## config.mk

```make
export PLATFORM = sky130hd
export DESIGN_NAME = fetch_stage_flat
export DESIGN_NICKNAME = d
export VERILOG_FILES = /design/src/rtl/fetch_if.sv /design/src/rtl/fetch_stage.sv /design/src/flat_wrapper.sv
export SDC_FILE = /design/constraint.sdc
export NUM_CORES = 1
export LEC_CHECK = 0
export ABC_AREA = 1
export CAP_MARGIN = 25
export CORE_ASPECT_RATIO = 1.1
export CORE_UTILIZATION = 50
export DETAILED_ROUTE_END_ITERATION = 6
export PLACE_DENSITY = 0.89
export SYNTH_ARGS = -nofsm -noshare
export SYNTH_HDL_FRONTEND = slang
export SYNTH_SLANG_ARGS = --single-unit
```

## constraint.sdc

```tcl
create_clock -name clk -period 4.4 [get_ports clk]
set_input_delay 0.66 -clock clk [delete_from_list [all_inputs] [get_ports clk]]
set_output_delay 0.66 -clock clk [all_outputs]
set_load 0.01 [all_outputs]
```

## src/rtl/fetch_if.sv

```systemverilog
// fetch_if: handshake/bus bundle between the fetch stage and the rest of the core
//  master (fetch stage): in stall, redirect, redirect_pc, halt, imem_data
//                        out imem_addr, ifid_pc, ifid_instr, ifid_valid, halted, fetch_count
//  slave (core / bench): the mirror image of master
interface fetch_if #(
  parameter int PC_W = 9
);
  logic            stall;
  logic            redirect;
  logic [PC_W-1:0] redirect_pc;
  logic            halt;
  logic [PC_W-1:0] imem_addr;
  logic [31:0]     imem_data;
  logic [PC_W-1:0] ifid_pc;
  logic [31:0]     ifid_instr;
  logic            ifid_valid;
  logic            halted;
  logic [31:0]     fetch_count;
  modport master (
    input  stall, redirect, redirect_pc, halt, imem_data,
    output imem_addr, ifid_pc, ifid_instr, ifid_valid, halted, fetch_count
  );
  modport slave (
    output stall, redirect, redirect_pc, halt, imem_data,
    input  imem_addr, ifid_pc, ifid_instr, ifid_valid, halted, fetch_count
  );
endinterface

```

## src/rtl/fetch_stage.sv

```systemverilog
// fetch_stage: RV32I IF stage + IF/ID register with stall, redirect and HALT drain sequencer
//  clk, reset (sync, active-high); bus (fetch_if.master):
//  stall/redirect/redirect_pc/halt from hazard unit, EX and decode; imem_addr = pc (combinational);
//  imem_data same-cycle ROM data; ifid_pc/ifid_instr/ifid_valid IF/ID register;
//  halted parks the core; fetch_count saturating count of valid IF/ID loads
module fetch_stage #(
  parameter int          PC_W         = 9,
  parameter logic [PC_W-1:0] RESET_PC = '0,
  parameter int          DRAIN_CYCLES = 3
) (
  input logic    clk,
  input logic    reset,
  fetch_if.master bus
);
  localparam int CW = DRAIN_CYCLES > 2 ? $clog2(DRAIN_CYCLES) : 1;
  localparam logic [31:0] NOP = 32'h0000_0013;
  typedef enum logic [1:0] {RUN, DRAIN, HALTED} state_t;
  state_t          state;
  logic [CW-1:0]   cnt;
  logic [PC_W-1:0] pc;
  logic [PC_W-1:0] ifid_pc;
  logic [31:0]     ifid_instr;
  logic            ifid_valid;
  logic            halted;
  logic [31:0]     fetch_count;
  assign bus.imem_addr   = pc;
  assign bus.ifid_pc     = ifid_pc;
  assign bus.ifid_instr  = ifid_instr;
  assign bus.ifid_valid  = ifid_valid;
  assign bus.halted      = halted;
  assign bus.fetch_count = fetch_count;
  always_ff @(posedge clk)
    if (reset) begin
      state       <= RUN;
      cnt         <= '0;
      pc          <= RESET_PC;
      ifid_pc     <= '0;
      ifid_instr  <= NOP;
      ifid_valid  <= 1'b0;
      halted      <= 1'b0;
      fetch_count <= '0;
    end else begin
      case (state)
        RUN:
          if (bus.redirect) begin
            pc         <= {bus.redirect_pc[PC_W-1:2], 2'b00};
            ifid_instr <= NOP;
            ifid_valid <= 1'b0;
          end else if (bus.halt && ifid_valid && !bus.stall) begin
            ifid_instr <= NOP;
            ifid_valid <= 1'b0;
            cnt        <= CW'(DRAIN_CYCLES - 1);
            state      <= DRAIN;
          end else if (!bus.stall) begin
            ifid_pc     <= pc;
            ifid_instr  <= bus.imem_data;
            ifid_valid  <= 1'b1;
            pc          <= pc + PC_W'(4);
            fetch_count <= (fetch_count == '1) ? fetch_count : fetch_count + 32'd1;
          end
        DRAIN: begin
          ifid_instr <= NOP;
          ifid_valid <= 1'b0;
          cnt        <= (cnt == '0) ? cnt : cnt - CW'(1);
          state      <= (cnt == '0) ? HALTED : DRAIN;
          halted     <= (cnt == '0);
        end
        HALTED: halted <= 1'b1;
        default: state <= RUN;
      endcase
    end
endmodule

```

## src/flat_wrapper.sv

```systemverilog
// flat-port wrapper written by rule: the top's interface ports become plain ports
module fetch_stage_flat 
#(
  parameter int          PC_W         = 9,
  parameter logic [PC_W-1:0] RESET_PC = '0,
  parameter int          DRAIN_CYCLES = 3
)
  (clk, reset, bus_stall, bus_redirect, bus_redirect_pc, bus_halt, bus_imem_data, bus_imem_addr, bus_ifid_pc, bus_ifid_instr, bus_ifid_valid, bus_halted, bus_fetch_count);
  fetch_if #(.PC_W(PC_W)) bus_i ();
  input logic clk;
  input logic reset;
  input wire logic [$bits(bus_i.stall)-1:0] bus_stall;
  input wire logic [$bits(bus_i.redirect)-1:0] bus_redirect;
  input wire logic [$bits(bus_i.redirect_pc)-1:0] bus_redirect_pc;
  input wire logic [$bits(bus_i.halt)-1:0] bus_halt;
  input wire logic [$bits(bus_i.imem_data)-1:0] bus_imem_data;
  output wire logic [$bits(bus_i.imem_addr)-1:0] bus_imem_addr;
  output wire logic [$bits(bus_i.ifid_pc)-1:0] bus_ifid_pc;
  output wire logic [$bits(bus_i.ifid_instr)-1:0] bus_ifid_instr;
  output wire logic [$bits(bus_i.ifid_valid)-1:0] bus_ifid_valid;
  output wire logic [$bits(bus_i.halted)-1:0] bus_halted;
  output wire logic [$bits(bus_i.fetch_count)-1:0] bus_fetch_count;
  assign bus_i.stall = bus_stall;
  assign bus_i.redirect = bus_redirect;
  assign bus_i.redirect_pc = bus_redirect_pc;
  assign bus_i.halt = bus_halt;
  assign bus_i.imem_data = bus_imem_data;
  assign bus_imem_addr = bus_i.imem_addr;
  assign bus_ifid_pc = bus_i.ifid_pc;
  assign bus_ifid_instr = bus_i.ifid_instr;
  assign bus_ifid_valid = bus_i.ifid_valid;
  assign bus_halted = bus_i.halted;
  assign bus_fetch_count = bus_i.fetch_count;
  fetch_stage #(.PC_W(PC_W), .RESET_PC(RESET_PC), .DRAIN_CYCLES(DRAIN_CYCLES)) u_core (.clk(clk), .reset(reset), .bus(bus_i));
endmodule
```

==> qor.txt <==
hpwl dp - 7760 um
CP bufs+invs - 3
fin nets - 776
Cell Area, Synth - 4130 um2
Post-CTS Setup Bufs - 0
DRC - 0
GRT overflow - 0
core area - 7960 um2
share of the synthesized area in the top cell type - 0.408
unrepaired setup endpoints after global routing - false
final hold vios - 0
pwr dens - 396 nW/um2
CP Capture Type - flop
clk buf depth - 2
die span in x - 88.6 um
Mapped Avg Cell Area - 6.72 um2
die area - 8620 um2
Max Fclk - 353 MHz
post-synthesis register bit count - 84
# resized after CTS - 0
Final Wtd Congestion - 0.921
crit path cell chain - clkdlybuf4s50_1, inv_1, nand2_1, o22ai_2, inv_1, nand2_1, o22ai_1, nand2_1
Setup-failing EPs final - 0
largest net degree at the start of global routing - 54
maximum VDD drop - 0.000328 V
antenna cells - 0
number of enable flip-flop cells after synthesis - 0
FFs w/ async S/R, synth - 0
WP data required - 4.63 ns
# rows - 34
Vias/cell - 5.18
Leakage Power - 1.99 nW
utilization after layout - 0.700
Routed WL - 10700 um
critical path peak fanout - 33
area grow syn2layout - 34.9%
first-pass detailed-route iteration total - 6
Die Y - 97.3 um
drt initial violations - 181
top-level port count - 130
# H-tree levels - 3
Final Critical Period - 2.83 ns
startpoint class of the critical path - input pin
Arr. time, crit path - 3.06 ns
number of port buffers - 123
sequential element share of the synthesized area - 0.408
vias post-DR - 4333
Root Driver - clkbuf_8
Top delay family on crit path - buffers and inverters
All-Layer GR Usage - 0.251
YS warnings - 0
skew final - 0.00998 ns
layout cells sized above 1 - 0.0453
cell count after synthesis - 614
Slew @ Worst Pin - 0.922 ns
Distinct cells, synth - 34
worst min-delay path class - reg2reg
TritonCTS Buffers - 9
Crit Path Category - in2reg
fillers - 657
initial core utilization - 0.519
CTS tree - done
Clk Latency, worst-skew pair - 0.36 ns
Routed wire per std cell - 12.8 um
final slew viol count - 0
wire length of the first global-routing pass - 17300 um
clock transition at the registers of the reported paths - 0.09 ns
hold buffers post-CTS - 0
Slowest cell on crit path - clkdlybuf4s50_1
ranking of synthesized cells by area - dfxtp_1 41%, nand2_1 15%, nor2_1 7.9%
leading area contributor after synthesis - dfxtp_1
initial antenna violation count - 0
max-cap violations - 0
Critical Path Max Stage Delay - 0.71 ns
Max-slew headroom - 0.382
Post-synth top flop - dfxtp_1
Setup TNS Final - 0 ns
vias in the first global route - 4010
Crit path top cell by count - nand2_1
status - complete, no violations
post-route ant nets - 0
Tcrit/Tclk final - 0.644
CTS sink count - 84
Yosys cell counts, types with 2 or more instances:
cell,instances
o22ai_1,4
nor2_4,2
buf_1,2
xor2_1,7
nand2_2,2
a21oi_1,65
buf_4,4
clkbuf_1,18
nand2_4,2
nand3_1,51
buf_2,4
a211oi_1,2
ha_1,6
nor3_1,5
buf_6,3
nand4_1,9
o21ai_0,24
dfxtp_1,84
nor2_1,87
a31oi_1,2
nand2_1,167
xnor2_1,6
inv_1,47
cells in the final DEF, fill, tap and decap left out, types with 2 or more instances in the layout:
master / count
ha_1: 6
xor2_1: 7
inv_1: 47
dfxtp_1: 84
o22ai_1: 3
nor2_2: 2
nand3_1: 51
nor2_1: 86
a21oi_1: 65
clkdlybuf4s50_1: 122
conb_1: 4
a211oi_1: 2
nor2_4: 2
nand2_2: 2
clkbuf_8: 9
nand2_1: 167
o21ai_0: 24
a31oi_1: 2
buf_4: 4
nand4_1: 9
nand2_4: 2
nor3_1: 4
xnor2_1: 6
inv_6: 3
clkinvlp_4: 2
metal layers:
metal  global-route usage  vias up  wire length, um  part of all wire
met5                    0        -                0                 0
met4               0.0819        0              155             0.015
met3               0.0799       18              833             0.078
met2                0.430      143             5390              0.50
met1                0.290     1981             4300              0.40
li1                     -     2191                -                 -
tightest hold or removal path, stage by stage, from the launching register on:
cell,delay [ns]
dfxtp_1,0.32
nand2_1,0.06
a21oi_1,0.05
final cells by class:
class / count / area [um2] / area share
timing repair buffer: 127 / 1260 / 0.226
clock buffer: 9 / 124 / 0.0223
inverter: 48 / 183 / 0.0328
tap: 108 / 135 / 0.0243
multi-input combinational: 454 / 2130 / 0.382
sequential: 84 / 1680 / 0.302
clock inverter: 7 / 57.6 / 0.0103
report_power, final:
group | leakage [nW] | switching, mW | internal (mW)
Combinational | 1.21 | 0.382 | 0.336
Sequential | 0.684 | 0.0848 | 0.880
Clock | 0.0886 | 0.307 | 0.214
Total | 1.99 | 0.774 | 1.43
through the flow:
stage	std cells	total power, mW	worst slack, ns	cell area (um2)	hold WS [ns]
6_report	837	2.20	1.57	5570	0.470
5_1_grt	837	2.33	1.24	5570	0.493
4_1_cts	837	2.22	1.55	5570	0.471
3_5_place_dp	821	1.70	1.16	5380	0.457
3_3_place_gp	821	1.68	1.25	5380	0.445
2_1_floorplan	617	1.36	2.59	4140	0.433
kinds of logic (layout without fill, tap and decap cells):
kind of cell / after synthesis / after routing / share of synthesized area
AOI/OAI and AO/OA: 100 / 100 / 0.127
xor gates and xnor gates: 13 / 13 / 0.0276
adders and majority gates: 6 / 6 / 0.0182
buffers and inverters: 79 / 191 / 0.0828
DFF: 84 / 84 / 0.408
other: 1 / 4 / 0.000909
and+or+nand+nor: 331 / 331 / 0.336
registers in the layout, summed over array words and instances (netlist names):
signal,count
u_core.bus.imem_addr,7
u_core.bus.fetch_count,32
u_core.cnt,2
u_core.bus.halted,1
u_core.state,2
u_core.bus.ifid_instr,32
u_core.bus.ifid_valid,1
u_core.bus.ifid_pc,7
path summary, 6_finish.rpt:
path / start / end / slack, ns / depth (start not counted)
setup / recovery: bus_redirect / u_core.bus.ifid_instr[1]$_SDFFE_PP1P_ / 1.57 / 8
hold / removal: u_core.bus.ifid_instr[7]$_SDFFE_PP0P_ / u_core.bus.ifid_instr[7]$_SDFFE_PP0P_ / 0.47 / 2
setup reg to reg: u_core.state[0]$_SDFFE_PP0P_ / u_core.bus.ifid_instr[1]$_SDFFE_PP1P_ / 2.15 / 8
hold reg to reg: u_core.bus.ifid_instr[7]$_SDFFE_PP0P_ / u_core.bus.ifid_instr[7]$_SDFFE_PP0P_ / 0.47 / 2
No activity file was read; power rests on OpenSTA's default activity.
